<file path="src/rtl/spi_xfer_sequencer.sv">
// spi_xfer_sequencer: runs one SPI frame per request through an AXI-lite SPI
// controller (clear events, command, tx word, poll DON, optional rx read).
module spi_xfer_sequencer #(
    parameter logic [7:0]  ADDR_SPIE  = 8'h04,
    parameter logic [7:0]  ADDR_SPCOM = 8'h08,
    parameter logic [7:0]  ADDR_SPITF = 8'h0C,
    parameter logic [7:0]  ADDR_SPIRF = 8'h10,
    parameter int unsigned POLL_MAX   = 1024
) (
    input  logic        S_SYSCLK,
    input  logic        S_RESETN,
    input  logic        REQ_VALID,
    output logic        REQ_READY,
    input  logic [31:0] REQ_SPCOM,
    input  logic [31:0] REQ_TXDATA,
    input  logic        REQ_RXEN,
    output logic        RSP_VALID,
    input  logic        RSP_READY,
    output logic [31:0] RSP_RXDATA,
    output logic        RSP_ERR,
    output logic [7:0]  M_AWADDR,
    output logic        M_AWVALID,
    input  logic        M_AWREADY,
    output logic [31:0] M_WDATA,
    output logic [3:0]  M_WSTRB,
    output logic        M_WVALID,
    input  logic        M_WREADY,
    input  logic        M_BVALID,
    output logic        M_BREADY,
    output logic [7:0]  M_ARADDR,
    output logic        M_ARVALID,
    input  logic        M_ARREADY,
    input  logic [31:0] M_RDATA,
    input  logic [1:0]  M_RRESP,
    input  logic        M_RVALID,
    output logic        M_RREADY
);

    localparam int unsigned CW = $clog2(POLL_MAX + 1);

    typedef enum logic [2:0] {IDLE, CLR, WCOM, WTX, POLL, RDRF, RESP} state_t;

    state_t        state_q, state_d, wr_next;
    logic          awvalid_q, awvalid_d, wvalid_q, wvalid_d, bready_q, bready_d;
    logic          arvalid_q, arvalid_d, rready_q, rready_d;
    logic [31:0]   spcom_q, spcom_d, txdata_q, txdata_d, rxdata_q, rxdata_d;
    logic          rxen_q, rxen_d, err_q, err_d;
    logic [CW-1:0] poll_q, poll_d;
    logic [7:0]    wr_addr, rd_addr;
    logic [31:0]   wr_data;

    always_comb begin
        wr_addr = ADDR_SPITF;
        wr_data = txdata_q;
        wr_next = POLL;
        case (state_q)
            CLR:     begin wr_addr = ADDR_SPIE;  wr_data = '1;      wr_next = WCOM; end
            WCOM:    begin wr_addr = ADDR_SPCOM; wr_data = spcom_q; wr_next = WTX;  end
            default: ;
        endcase
        rd_addr = (state_q == POLL) ? ADDR_SPIE : ADDR_SPIRF;
    end

    always_comb begin
        state_d   = state_q;
        awvalid_d = awvalid_q;
        wvalid_d  = wvalid_q;
        bready_d  = bready_q;
        arvalid_d = arvalid_q;
        rready_d  = rready_q;
        spcom_d   = spcom_q;
        txdata_d  = txdata_q;
        rxen_d    = rxen_q;
        rxdata_d  = rxdata_q;
        err_d     = err_q;
        poll_d    = poll_q;
        case (state_q)
            IDLE: begin
                if (REQ_VALID) begin
                    spcom_d   = REQ_SPCOM;
                    txdata_d  = REQ_TXDATA;
                    rxen_d    = REQ_RXEN;
                    rxdata_d  = '0;
                    err_d     = 1'b0;
                    poll_d    = '0;
                    awvalid_d = 1'b1;
                    wvalid_d  = 1'b1;
                    state_d   = CLR;
                end
            end
            CLR, WCOM, WTX: begin
                if (awvalid_q && M_AWREADY) awvalid_d = 1'b0;
                if (wvalid_q && M_WREADY)   wvalid_d  = 1'b0;
                if (!awvalid_d && !wvalid_d && !bready_q) bready_d = 1'b1;
                // The next transaction is launched on the same edge that completes B.
                if (bready_q && M_BVALID) begin
                    bready_d = 1'b0;
                    state_d  = wr_next;
                    if (state_q == WTX) begin
                        arvalid_d = 1'b1;
                    end else begin
                        awvalid_d = 1'b1;
                        wvalid_d  = 1'b1;
                    end
                end
            end
            POLL, RDRF: begin
                if (arvalid_q && M_ARREADY) begin
                    arvalid_d = 1'b0;
                    rready_d  = 1'b1;
                end
                if (rready_q && M_RVALID) begin
                    rready_d = 1'b0;
                    if (state_q == RDRF) rxdata_d = M_RDATA;
                    if (M_RRESP != 2'b00) begin
                        err_d   = 1'b1;
                        state_d = RESP;
                    end else if (state_q == RDRF) begin
                        state_d = RESP;
                    end else if (M_RDATA[8]) begin
                        if (rxen_q) begin
                            state_d   = RDRF;
                            arvalid_d = 1'b1;
                        end else begin
                            state_d = RESP;
                        end
                    end else if (poll_q == CW'(POLL_MAX - 1)) begin
                        poll_d  = poll_q + 1'b1;
                        err_d   = 1'b1;
                        state_d = RESP;
                    end else begin
                        poll_d    = poll_q + 1'b1;
                        arvalid_d = 1'b1;
                    end
                end
            end
            RESP: begin
                if (RSP_READY) state_d = IDLE;
            end
            default: state_d = IDLE;
        endcase
    end

    always_ff @(posedge S_SYSCLK or negedge S_RESETN) begin
        if (!S_RESETN) begin
            state_q   <= IDLE;
            awvalid_q <= 1'b0;
            wvalid_q  <= 1'b0;
            bready_q  <= 1'b0;
            arvalid_q <= 1'b0;
            rready_q  <= 1'b0;
            spcom_q   <= '0;
            txdata_q  <= '0;
            rxen_q    <= 1'b0;
            rxdata_q  <= '0;
            err_q     <= 1'b0;
            poll_q    <= '0;
        end else begin
            state_q   <= state_d;
            awvalid_q <= awvalid_d;
            wvalid_q  <= wvalid_d;
            bready_q  <= bready_d;
            arvalid_q <= arvalid_d;
            rready_q  <= rready_d;
            spcom_q   <= spcom_d;
            txdata_q  <= txdata_d;
            rxen_q    <= rxen_d;
            rxdata_q  <= rxdata_d;
            err_q     <= err_d;
            poll_q    <= poll_d;
        end
    end

    assign REQ_READY  = (state_q == IDLE);
    assign RSP_VALID  = (state_q == RESP);
    assign RSP_RXDATA = rxdata_q;
    assign RSP_ERR    = err_q;
    assign M_AWVALID  = awvalid_q;
    assign M_AWADDR   = awvalid_q ? wr_addr : '0;
    assign M_WVALID   = wvalid_q;
    assign M_WDATA    = wvalid_q ? wr_data : '0;
    assign M_WSTRB    = wvalid_q ? 4'hF : 4'h0;
    assign M_BREADY   = bready_q;
    assign M_ARVALID  = arvalid_q;
    assign M_ARADDR   = arvalid_q ? rd_addr : '0;
    assign M_RREADY   = rready_q;

endmodule

</file>
<file path="config.mk">
export PLATFORM = sky130hd
export DESIGN_NAME = spi_xfer_sequencer
export DESIGN_NICKNAME = d
export VERILOG_FILES = /design/src/rtl/spi_xfer_sequencer.sv
export SDC_FILE = /design/constraint.sdc
export NUM_CORES = 1
export LEC_CHECK = 0
export BUFFER_PORTS_ARGS = -buffer_cell sky130_fd_sc_hd__buf_2
export CAP_MARGIN = 20
export CORE_UTILIZATION = 36
export CTS_CLUSTER_DIAMETER = 60
export DETAILED_ROUTE_END_ITERATION = 10
export HOLD_SLACK_MARGIN = 0.06
export MAX_ROUTING_LAYER = met4
export PLACE_DENSITY = 0.63
export SYNTH_ARGS = -nofsm -noshare
export SYNTH_HDL_FRONTEND = slang
export SYNTH_SLANG_ARGS = --single-unit
</file>
<file path="constraint.sdc">
create_clock -name S_SYSCLK -period 2 [get_ports S_SYSCLK]
set_input_delay 0.1 -clock S_SYSCLK [delete_from_list [all_inputs] [get_ports S_SYSCLK]]
set_output_delay 0.1 -clock S_SYSCLK [all_outputs]
set_load 0.01 [all_outputs]
</file>
Yosys cells after proc, flatten, opt, wreduce, memory -nomap -nowiden
Index checks and enable logic that the tools add are counted.
{"block": "totals", "ff_bits": 117, "inputBits": 108, "output_inout_bits": 92, "elab_cells": 121}
{"block": "classes", "addsub": 1, "n_eq_ne": 20, "mux": 60, "n_reduce_logical": 28}
{"op": "two-way mux 32 bit", "count": 4}
{"op": "case mux 32 bit (2 select lines)", "count": 2}
{"op": "two-way mux 11 bit", "count": 5}
{"op": "two-way mux 1 bit", "count": 28}
{"op": "two-way mux 3 bit", "count": 8}
{"op": "case mux 11 bit (2 select lines)", "count": 1}
{"op": "!= test 2 bit, second input constant", "count": 8}
{"op": "case mux 3 bit (4 select lines)", "count": 1}
{"op": "AND reduction 6 bit", "count": 2}
{"op": "nonzero test 2 bit", "count": 6}
{"op": "adder 11 x 1 -> 11 bit, second input constant", "count": 1}
{"op": "equality test 11 x 10 -> 1 bit, second input constant", "count": 1}
{"op": "two-way mux 5 bit", "count": 2}
{"op": "equality test 3 bit, second input constant", "count": 3}
{"op": "!= test 3 bit, second input constant", "count": 3}
{"op": "two-way mux 8 bit", "count": 1}
{"op": "case mux 1 bit (2 select lines)", "count": 4}
{"op": "case mux 4 bit (2 select lines)", "count": 1}
{"op": "AND reduction 2 bit", "count": 4}
{"op": "logical AND 1 bit", "count": 7}
{"op": "equality test 3 x 2 -> 1 bit, second input constant", "count": 2}
{"op": "case mux 3 bit (2 select lines)", "count": 1}
{"op": "!= test 5 bit, second input constant", "count": 1}
{"op": "AND reduction 5 bit", "count": 1}
{"op": "10 further kinds", "count": 12}

Depth between registers and ports, before layout
{"block": "depth", "ltp_word": 8, "depth_mapped": 9, "depth_no_buf": 6}

Worst setup path after synthesis
No wires, ideal clock.
{"block": "synth_timing", "path_type": "reg2reg", "from": "register state_q[0]", "to": "register rxen_q", "setup_ps": 128, "arrival_time_ps": 1786, "t_required_ps": 1872, "path_slack_ps": 86, "stages_incl_launch_ff": 7, "n_path_buf": 3, "synth_period_minus_slack_ps": 1914, "path_cell_list": "dfrtp_1 -> buf_2 -> nor3_1 -> and2_1 -> buf_2 -> buf_2 -> mux2_1"}
{"block": "synth_between", "elab_chain_cells": 2}
{"item": "start: declaration", "line_no": "43", "source": "state_t state_q, state_d, wr_next;"}
{"item": "start signal: assignment", "line_no": "159", "source": "state_q <= state_d;"}
{"item": "logical NOT 3 bit"}
{"item": "via REQ_READY", "line_no": "13", "source": "output logic REQ_READY,"}
{"item": "AND reduction 2 bit (no line)"}
{"item": "end signal: assignment", "line_no": "167", "source": "rxen_q <= rxen_d;"}
{"item": "end: declaration", "line_no": "47", "source": "logic rxen_q, rxen_d, err_q, err_d;"}
The timed path passes the listed nets, and every way through them passes these cells.
A chain may end at the register's enable or synchronous reset.

Worst setup path in the final report
{"block": "layout_timing", "from": "register state_q[0]", "to": "output port M_WDATA[30]"}
{"block": "layout_between", "elab_chain_cells": 3, "word_cells_on_any_way": 4, "cone_classes": "eq/ne (2); mux (2)"}
{"item": "equality test 3 x 2 -> 1 bit / equality test 3 x 1 -> 1 bit (equally long branches)", "line_no": "56", "source": "case (state_q)"}
{"item": "case mux 32 bit (2 select lines) (*)", "line_no": "56"}
{"item": "two-way mux 32 bit (*)", "line_no": "181", "source": "assign M_WDATA = wvalid_q ? wr_data : '0;"}
{"item": "end: declaration", "line_no": "24", "source": "output logic [31:0] M_WDATA,"}
Every way passes the cells marked *; elsewhere a longest branch is shown, timed or not.

==> flow_summary.toml <==
[status]
run_status = "finished, final reports clean"

[synth]
syn_area_sq_mm = 0.00536
ys_types = 43
synth_edf_count = 0
yosys.area.top_type = "dfrtp_1"
ys_ff_latch = 117
yosys-top-cells-area = "dfrtp_1, mux2_1, nand2_1"
yosysWarnings = 0
synth.top_cell.area_share_pct = 54.6
async_flop_share_pct = 100
yosysSeqAreaShare_pct = 54.6
syn_inst = 511
yosys_most_used_dff = "dfrtp_1"
syn_area_per_cell_sq_um = 10.5

[cts]
cts_root_buf = "clkbuf_16"
cts_tree = "done"
cts.clk_slew.worst_paths_ns = 0.06
clock_path_buffers = 2
clk_latency_ns = 0.42
clock-sinks = 117
cts_max_level = 4
cts_buffers = 17

[global_route]
track_usage_pct = 21.0
antenna_found_initial = 1
overflow = 0
grt_pass1_wl_um = 23700
grt_max_degree = 65
grt_pass1_vias = 4974

[floorplanning]
core_region_area_sq_mm = 0.0145
rows = 44
initial_core_util_pct = 36.9
ios = 200
die_h_um = 124
die_width_um = 124
dieArea_sq_mm = 0.0154

[cells_and_area]
drive_gt1_share_pct = 32.1
final_util_pct = 57.5
final_nets = 924
layout_commonest_cell = "buf_2"
area_growth_pct = 55.9
final_cell_mix = "buf_2, dfrtp_1, dlygate4sd3_1, nand2_1, mux2_1"

[power]
p_sw_w = 0.00535
switching_share_pct = 39.4
internal-power_w = 0.00823
clkPwrFrac_pct = 20.3
pwr-share-seq_pct = 30.8
ir_drop_uv = 944
leakage_nw = 3.95
p_per_area_mw_per_mm2 = 1630
combPwrFrac_pct = 48.9

[timing]
hold_ws_ns = 0.0843
finClkSkew_ns = 0.0130
setup_viol = 0
drv_slew = 0
setup_tns_ns = 0
rsz0062_at_grt = "yes"
fin_crit_sh_pct = 97.6
clock.fmax_mhz = 512
hold_viol = 0
period_minus_slack_ns = 1.95

[hold_path]
min_path_type = "primary input to register"

[setup_path]
crit_type = "register to output port"
arrival_ns = 1.85
critPathMaxFanout = 6
cp-start-kind = "register"
end_kind = "output port"
cp.required_ns = 1.90

[placed_design]
dp_hpwl_um = 9420
io_buffers = 187
globalplace.congestion = 0.865

[detailed_routing]
first_pass_iters = 4
ant_nets = 0
routedWlPerCell_um = 15.7
drc = 0
routed_via_density = 4.98
wirelength_um = 15900
drtIter0Drc = 158
via_count = 5046

[job]
cap_violations = 0
[cell type report]
type | count | area, sq um
Sequential cell | 117 | 2930
Multi-Input combinational cell | 348 | 2220
Inverter | 6 | 22.5
Timing Repair Buffer | 325 | 2410
Clock inverter | 11 | 77.6
Fill cell | 1182 | 6180
Tap cell | 184 | 230
Antenna cell | 1 | 2.50
Clock buffer | 21 | 460
[synth_stat cells (5+ instances only)]
library cell  instances
dfrtp_1             117
nand2_1              79
mux2_1               66
nor2_1               47
o21ai_1              41
o22ai_1              33
buf_2                16
buf_4                16
clkbuf_1             15
a21oi_1               7
nor3_1                7
xnor2_1               6
inv_1                 5
nand3_1               5
[layer usage]
layer,share of wire (%),up-vias,global-route usage (%)
met3,6.8,25,6.18
met1,42,2435,23.8
met5,0,-,-
met4,1.6,0,7.81
li1,-,2365,-
met2,50,221,35.1
[per-stage QoR]
step / total power, W / cells / instance area, sq um / worst slack (ns)
finish: 0.0136 / 1013 / 8360 / 0.0476
global route: 0.0145 / 1013 / 8360 / -0.0320
CTS: 0.0133 / 1009 / 8280 / 0.0223
detailed placement: 0.00989 / 867 / 6580 / 0.0589
global placement: 0.00973 / 867 / 6580 / 0.116
floorplan: 0.00767 / 522 / 5400 / 0.0863
[registers in the layout, indices dropped and copies added, names as in the netlist, 3 cells and up]
name and flops:
poll_q 11, RSP_RXDATA 32, state_q 3, spcom_q 32
txdata_q 32
[critical path: stages (launching register included)]
cell	delay [ns]
dfrtp_1	0.39
buf_6	0.14
xnor2_4	0.12
nor2_4	0.13
buf_6	0.15
buf_12	0.12
o22ai_1	0.07
nor2_1	0.14
buf_2	0.15
[path summary, 6_finish.rpt]
| path | cells past startpoint | slack (ns) | end | from |
|---|---|---|---|---|
| max in group asynchronous | 3 | 1.18 | txdata_q[10]$_DFFE_PN0P_ | S_RESETN |
| setup / recovery | 8 | 0.05 | M_WDATA[30] | state_q[0]$_DFFE_PN0P_ |
| hold / removal | 5 | 0.08 | RSP_ERR$_DFFE_PN0P_ | M_RRESP[1] |
| setup reg to reg | 6 | 0.13 | txdata_q[10]$_DFFE_PN0P_ | state_q[0]$_DFFE_PN0P_ |
| hold reg to reg | 2 | 0.48 | RSP_RXDATA[27]$_DFFE_PN0P_ | RSP_RXDATA[27]$_DFFE_PN0P_ |
| min in group asynchronous | 2 | 0.22 | RSP_RXDATA[8]$_DFFE_PN0P_ | S_RESETN |
[power by group through the flow]
stage               sequential, W  combinational, W  clock [W]
floorplan                 0.00417           0.00349          0
global route              0.00431           0.00723    0.00293
detailed placement        0.00418           0.00571          0
CTS                       0.00413           0.00640    0.00281
global placement          0.00412           0.00562          0
finish                    0.00418           0.00665    0.00275
[what timing repair did]
action                                  CTS  global route
gates resized for setup                  13            10
hold buffers                            104             0
setup buffers                             6             3
hold endpoints to repair                145             0
pin swaps                                 4             6
endpoints found under the setup margin   31            81
cloned                                    2             1
[cells by family (layout without fill, tap and decap cells)]
group	Yosys count	in the layout	synth area share, %
AND/OR/NAND/NOR	161	161	12.9
adder cells (fa/ha/maj)	1	1	0.233
XOR/XNOR	6	6	0.981
buffers and inverters	57	363	6.05
multiplexers	67	67	14.1
other	1	13	0.0700
AO/OA/AOI/OAI	101	101	11.1
flip-flops	117	117	54.6
(Power assumes the default switching activity.)
